File: config.mk
export PLATFORM = sky130hd
export DESIGN_NAME = shift_seq8
export DESIGN_NICKNAME = d
export VERILOG_FILES = /design/src/rtl/shift_seq8.sv
export SDC_FILE = /design/constraint.sdc
export NUM_CORES = 1
export LEC_CHECK = 0
export BUFFER_PORTS_ARGS = -buffer_cell sky130_fd_sc_hd__buf_4
export CELL_PAD_IN_SITES_DETAIL_PLACEMENT = 0
export CELL_PAD_IN_SITES_GLOBAL_PLACEMENT = 1
export CORE_MARGIN = 2
export CORE_UTILIZATION = 44
export CTS_CLUSTER_SIZE = 20
export DETAILED_ROUTE_END_ITERATION = 7
export PLACE_DENSITY_LB_ADDON = 0.1
export SLEW_MARGIN = 10
export SYNTH_ARGS = -nofsm -noshare
export SYNTH_HDL_FRONTEND = slang
export SYNTH_SLANG_ARGS = --single-unit
File: constraint.sdc
create_clock -name clk_i -period 3.42 [get_ports clk_i]
set_input_delay 0.342 -clock clk_i [delete_from_list [all_inputs] [get_ports clk_i]]
set_output_delay 0.342 -clock clk_i [all_outputs]
set_load 0.02 [all_outputs]
File: src/rtl/shift_seq8.sv
// rtl/shift_seq8.sv - 8-bit multi-cycle shifter/rotator, at most 3 bit positions per cycle
//
// Purpose:
//   Accepts an operand, an operation and a total shift amount (0..7) on a start
//   pulse in IDLE. It then shifts the working register by up to 3 positions per
//   cycle until the full amount has been applied. It presents a one-cycle done
//   pulse and holds the result until the next accepted start.
//
// Ports:
//   clk_i      system clock, all state updates on the rising edge
//   reset_i    asynchronous active-high reset
//   start_i    request pulse, only looked at in IDLE
//   op_i       00 LSL, 01 LSR, 10 ASR, 11 ROR
//   amount_i   total shift amount 0..7
//   d_in_i     operand, captured when start is accepted
//   busy_o     high whenever the FSM is not in IDLE
//   done_o     one-cycle completion pulse (FSM in DONE)
//   d_out_o    working/result register
module shift_seq8 (
  input  logic       clk_i,
  input  logic       reset_i,
  input  logic       start_i,
  input  logic [1:0] op_i,
  input  logic [2:0] amount_i,
  input  logic [7:0] d_in_i,
  output logic       busy_o,
  output logic       done_o,
  output logic [7:0] d_out_o
);

  localparam logic [1:0] ST_IDLE  = 2'd0;
  localparam logic [1:0] ST_SHIFT = 2'd1;
  localparam logic [1:0] ST_DONE  = 2'd2;

  localparam logic [1:0] OP_LSL = 2'b00;
  localparam logic [1:0] OP_LSR = 2'b01;
  localparam logic [1:0] OP_ASR = 2'b10;
  localparam logic [1:0] OP_ROR = 2'b11;

  logic [1:0] state_q, state_d;
  logic [1:0] op_q, op_d;
  logic [2:0] remaining_q, remaining_d;
  logic [7:0] data_q, data_d;

  logic [1:0] step;
  logic [2:0] remaining_after;
  logic [7:0] shifted;

  // Apply one step of the latched operation. ROR shifts a doubled copy, so
  // that the bits leaving bit 0 re-enter at bit 7.
  function automatic logic [7:0] shift_step(input logic [7:0] data,
                                            input logic [1:0] op,
                                            input logic [1:0] amt);
    logic [15:0] dbl;
    logic [7:0]  res;
    dbl = {data, data} >> amt;
    case (op)
      OP_LSL:  res = data << amt;
      OP_LSR:  res = data >> amt;
      OP_ASR:  res = $unsigned($signed(data) >>> amt);
      OP_ROR:  res = dbl[7:0];
      default: res = data;
    endcase
    return res;
  endfunction

  // Remaining is 0..7, so the step never exceeds it and the 3-bit
  // subtraction cannot wrap.
  always_comb begin
    step            = (remaining_q > 3'd3) ? 2'd3 : remaining_q[1:0];
    remaining_after = remaining_q - {1'b0, step};
    shifted         = shift_step(data_q, op_q, step);
  end

  always_comb begin
    state_d     = state_q;
    op_d        = op_q;
    remaining_d = remaining_q;
    data_d      = data_q;
    case (state_q)
      ST_IDLE: begin
        if (start_i) begin
          data_d      = d_in_i;
          op_d        = op_i;
          remaining_d = amount_i;
          state_d     = (amount_i != 3'd0) ? ST_SHIFT : ST_DONE;
        end
      end
      ST_SHIFT: begin
        data_d      = shifted;
        remaining_d = remaining_after;
        if (remaining_after == 3'd0) begin
          state_d = ST_DONE;
        end
      end
      ST_DONE: begin
        state_d = ST_IDLE;
      end
      default: begin
        state_d = ST_IDLE;
      end
    endcase
  end

  always_ff @(posedge clk_i or posedge reset_i) begin
    if (reset_i) begin
      state_q     <= ST_IDLE;
      op_q        <= OP_LSL;
      remaining_q <= 3'd0;
      data_q      <= 8'h00;
    end else begin
      state_q     <= state_d;
      op_q        <= op_d;
      remaining_q <= remaining_d;
      data_q      <= data_d;
    end
  end

  // Both outputs decode the state register directly, so reset clears them
  // without waiting for a clock edge.
  assign busy_o  = (state_q != ST_IDLE);
  assign done_o  = (state_q == ST_DONE);
  assign d_out_o = data_q;

endmodule

; ---- After elaboration in Yosys (flattened, before gate mapping)
; Index checks and enable logic that the tools add are counted.
[word_totals]
regBits = 15
inputBits = 16
out_inout_bits = 10
word_cells = 36
[classes]
add_sub_neg = 1
n_lt_le_gt_ge = 1
eq_ne = 7
shift = 4
mux = 10
n_reduce_logical = 9
[op_table]
columns = op, n
row1 = one-hot mux 8 bit (4 select lines), 1
row2 = one-hot mux 8 bit (2 select lines), 1
row3 = >> shifter 16 x 2 -> 8 bit, 1
row4 = two-way mux 2 bit, 4
row5 = two-way mux 8 bit, 1
row6 = left shift 8 x 2 -> 8 bit, 1
row7 = >> shifter 8 x 2 -> 8 bit, 1
row8 = >>> shifter 8 x 2 -> 8 bit, 1
row9 = == test 2 bit (second input constant), 3
row10 = one-hot mux 3 bit (2 select lines), 1
row11 = AND reduction 2 bit, 3
row12 = == test 2 x 1 -> 1 bit (second input constant), 2
row13 = zero test 2 bit, 2
row14 = inequality test 2 bit (second input constant), 2
row15 = one-hot mux 2 bit (2 select lines), 1
row16 = nonzero test 2 bit, 2
row17 = greater-than comparator 3 x 2 -> 1 bit (second input constant), 1
row18 = zero test 3 bit, 1
row19 = two-way mux 3 bit, 1
row20 = nonzero test 3 bit, 1
row21 = subtractor 3 x 2 -> 3 bit, 1

; ---- Logic depth before layout (Yosys ltp)
[logic_depth]
ltp_word = 6
ltp_mapped = 6
depth_no_buf = 4

; ---- Worst setup path after synthesis
; Ideal clock, no wire load.
[synth_path]
path_kind = register -> register
from = register remaining_q[2]
to = register data_q[5] (netlist: d_out_o[5])
setup_ns = 0.126
arrival_ns = 1.609
required_ns = 3.294
path_slack_ns = 1.685
path_stages_with_launch = 5
n_path_buf = 1
synth_period_minus_slack_ns = 1.735
cell_sequence = dfrtp_1 > buf_4 > nor2_4 > mux4_2 > a221o_1
[synth_via]
elab_chain_cells = 5
elab_cells_between_ends = 8
classes_between = order compare (1) / shift (4) / mux (3)
[synth_rtl]
columns = item, line
row1 = "start, declared", 42  ; logic [2:0] remaining_q, remaining_d;
row2 = "start signal, assigned", 114  ; remaining_q <= remaining_d;
row3 = greater-than comparator 3 x 2 -> 1 bit *, 70  ; step = (remaining_q > 3'd3) ? 2'd3 : remaining_q[1:0];
row4 = two-way mux 2 bit *, 70
row5 = ">> shifter 16 x 2 -> 8 bit, or another cell as far along", 56  ; dbl = {data, data} >> amt;
row6 = one-hot mux 8 bit (4 select lines) *, 57  ; case (op)
row7 = one-hot mux 8 bit (2 select lines) *, 80  ; case (state_q)
row8 = "end signal, assigned", 115  ; data_q <= data_d;
row9 = "end, declared", 43  ; logic [7:0] data_q, data_d;
; Mark *: on every way between the ends. The rest lies on a longest branch, timed or not.
; A chain may end at the register's enable or synchronous reset.

; ---- Worst setup path in the final report
[layout_path]
from = register remaining_q[0]
to = register data_q[5] (netlist: d_out_o[5])
[layout_via]
elab_chain_cells = 5
elab_cells_between_ends = 8
classes_between = order compare (1) / shift (4) / mux (3)
[layout_rtl]
columns = item, line
row1 = greater-than comparator 3 x 2 -> 1 bit, 70
row2 = two-way mux 2 bit *, 70
row3 = ">> shifter 16 x 2 -> 8 bit, or another cell as far along", 56
row4 = one-hot mux 8 bit (4 select lines) *, 57
row5 = one-hot mux 8 bit (2 select lines) *, 80
; Marks and branches as above.

==> impl_metrics.json <==
{
  "finalWorstSetupSlack_ns": 1.420,
  "setup.worst_path.start_class": "register",
  "synth_top_family_by_area": "compound AO/OA/AOI/OAI gates",
  "totalNegativeSetupSlack_ns": 0,
  "numPortBuffers": 25,
  "cts_repair_resize_count": 0,
  "report.final.slew_viol_count": 0,
  "finish.instance_area_um2": 1483,
  "grt_max_degree": 21,
  "ys_seq_area_share_pct": 28.82,
  "post_synth_main_area_contributors": "dfrtp_1, mux4_2, mux2i_1, nand2_1, o21ai_0",
  "synth_enable_flop_cells": 0,
  "wire_per_inst_um": 18.90,
  "maxCapViolCount": 0,
  "initial_utilization_pct": 46.83,
  "crit_arrival_ns": 2.20,
  "worst_setup_hold_path_clk_slew_ns": 0.11,
  "netlist_instances": 144,
  "dp.final_hpwl_mm": 2.479,
  "grt_setup_unrepaired": "no",
  "yosys.cell_count.top_type": "nand2_1",
  "achievable-frequency_mhz": 500.1,
  "routed_wirelength_mm": 3.648,
  "tritoncts": "yes",
  "fp.dieArea_um2": 3411,
  "clock_path_buffers": 2,
  "cts-root-buf": "clkbuf_4",
  "crit_path_top_delay_cell": "dfrtp_1",
  "pwrdens_nw_per_um2": 1117,
  "netlist.area_leader.share_pct": 28.82,
  "worstSkewPairLatency_ns": 0.30,
  "cts_hold_buffers": 0,
  "syn-cell-area_um2": 1302,
  "timing.critical_path.fanout_max": 20,
  "cts.sink_count": 15,
  "outcome": "finished clean",
  "gp_congestion": 0.8940,
  "worst_pin_slew_ns": 0.9083,
  "postSynthAreaPerCell_um2": 9.045,
  "cts_made_buffers": 3,
  "rr_startpoint": "remaining_q[0]",
  "netlist_top_cells_count": "nand2_1, dfrtp_1, o21ai_0, a21oi_1, mux2i_1",
  "syn_nets": 161,
  "unique_masters_post_synth": 47,
  "vdd.ir_drop.worst_v": 0.0006089,
  "worst_r2r_endpoint": "d_out_o[5]",
  "setup_viol_count_final": 0,
  "ys_ff_latch": 15,
  "num_io_pins": 26,
  "grt_overflow": 0,
  "htree_num_levels": 1,
  "synth-adder-area-share_pct": 0.9606,
  "initialDrtViolationCount": 93,
  "max_slew_margin_pct": 39.32,
  "synth_xor_area_share_pct": 0,
  "synth_warnings": 0,
  "critical_path.endpoint_type": "register",
  "synth-compound-area-share_pct": 23.25,
  "grt_pass1_wl_mm": 5.906,
  "postPlaceCellArea_um2": 1456,
  "timing.reg2reg.worst_path_depth": 3,
  "synth_simple_gate_area_share_pct": 22.77,
  "number_of_placed_instances_with_taps_included": 189,
  "critical-path-max-stage-delay_ns": 0.61,
  "rrSetupSlack_ns": 1.42,
  "shortest_period_the_worst_path_allows_ns": 2.000,
  "via_per_inst": 6.544,
  "preCtsSetupSlack_ns": 1.449,
  "antennaDiodeCount": 0,
  "final_hold_violations": 0,
  "power.static_leakage_nw": 0.6100,
  "detailed_route_via_count": 1263,
  "area.growth.synth_to_final_pct": 13.83,
  "worstSetupPathType": "register to register",
  "final_cell_count_no_fill": 193,
  "synth_top_area_cell": "dfrtp_1",
  "timing.critical_path.required_ns": 3.62,
  "count_of_antenna_violating_nets_left_after_detailed_routing": 0,
  "clock-skew-final_ns": 0.003379,
  "finalNetCount": 180,
  "antenna_found_initial": 0,
  "core_um2": 2781,
  "globalRouteTotalUtil_pct": 23.09,
  "die_height_um": 58.41,
  "worstHoldPathType": "primary input to asynchronous set/reset pin",
  "cpLargestDelayFamily": "flip-flops",
  "first_global_vias": 1189,
  "num_rows": 19,
  "final_min_period_over_clock_period_pct": 58.47,
  "drc": 0,
  "post-cts-setup-buffer-count": 0,
  "crit_chain": "nor2_4, mux4_2, a221o_1",
  "fraction_of_layout_instances_using_a_drive_strength_above_1_pct": 28.40,
  "detail_route.first_pass.iterations": 6,
  "synth_ff_type": "dfrtp_1",
  "chipWidth_um": 58.41,
  "synthMuxAreaShare_pct": 16.62,
  "synth_async_reset_ratio_pct": 100.0,
  "buffering_stage_count_on_the_worst_path_with_inverters_included": 0
}
==> worst max path at each step <==
| stage | from | end | slack [ns] | cells after the start |
|---|---|---|---|---|
| 6_report | remaining_q[0] | d_out_o[5] | 1.42 | 3 |
| 5_1_grt | remaining_q[0] | d_out_o[5] | 1.32 | 3 |
| 4_1_cts | remaining_q[0] | d_out_o[5] | 1.44 | 3 |
| 3_5_place_dp | remaining_q[0] | d_out_o[5] | 1.45 | 3 |
| 3_3_place_gp | remaining_q[0] | d_out_o[5] | 1.50 | 3 |
| 2_1_floorplan | remaining_q[2] | d_out_o[5] | 1.69 | 4 |
==> logic make-up after synthesis <==
| group | Yosys count |
|---|---|
| and+or+nand+nor | 53 |
| AOI/OAI and AO/OA | 45 |
| buffers and inverters | 16 |
| DFF | 15 |
| muxes | 14 |
| adders and majority gates | 1 |
==> power by group <==
part	total (mW)	internal [mW]	switching, mW
logic	1.03	0.514	0.513
clock network	0.118	0.0455	0.0726
registers	0.512	0.268	0.243
total	1.66	0.827	0.829
==> final cells by class <==
| class | count | area (um2) |
|---|---|---|
| fillers | 249 | 1299 |
| multi-input cells | 113 | 828.3 |
| flip-flops and latches | 15 | 375.4 |
| repair buffers | 27 | 202.7 |
| well taps | 31 | 38.79 |
| clock buffers | 4 | 26.28 |
| inverters | 3 | 11.26 |
==> routing by layer <==
metal | global-route usage (%) | routed length [um] | vias to the layer above
met5 | 0 | 0 | -
li1 | - | - | 577
met3 | 3.736 | 301 | 11
met1 | 32.68 | 1552 | 605
met2 | 36.60 | 1730 | 70
met4 | 6.645 | 63 | 0
==> flip-flops by register name, indices dropped and copies added, names as in the netlist <==
register and cells:
d_out_o 8, op_q 2, remaining_q 3, state_q 2
==> metrics by stage <==
stage               hold slack [ns]  utilization (%)  power [mW]
global placement             0.4645            52.36       1.508
CTS                          0.1385            53.31       1.645
global route                 0.1532            53.31       1.782
floorplan                    0.2435                -       1.287
finish                       0.1051            53.31       1.657
detailed placement           0.4672            52.36       1.526
==> placed cells by master, fill, tap and decap left out, types with 2 or more instances in the layout <==
| cell | Yosys | routed |
|---|---|---|
| a2111oi_0 | 2 | 2 |
| a21oi_1 | 8 | 8 |
| a31oi_1 | 5 | 5 |
| buf_4 | 3 | 27 |
| clkbuf_4 | 0 | 3 |
| dfrtp_1 | 15 | 15 |
| inv_1 | 3 | 3 |
| mux2i_1 | 7 | 7 |
| mux4_2 | 6 | 6 |
| nand2_1 | 18 | 18 |
| nand2b_1 | 6 | 6 |
| nand3_1 | 2 | 2 |
| nor2_1 | 3 | 3 |
| nor2b_1 | 4 | 4 |
| nor3_1 | 2 | 2 |
| o211ai_1 | 2 | 2 |
| o21ai_0 | 10 | 10 |
| o221ai_1 | 2 | 2 |
| o22ai_1 | 4 | 4 |
| or2_1 | 2 | 2 |
| or3_1 | 4 | 4 |
| or3b_2 | 3 | 3 |
==> worst reg2reg max path, cell delays in order (launching register included) <==
cell	delay (ns)
dfrtp_1	0.61
nor2_4	0.39
mux4_2	0.55
a221o_1	0.35
(Power assumes the default switching activity.)
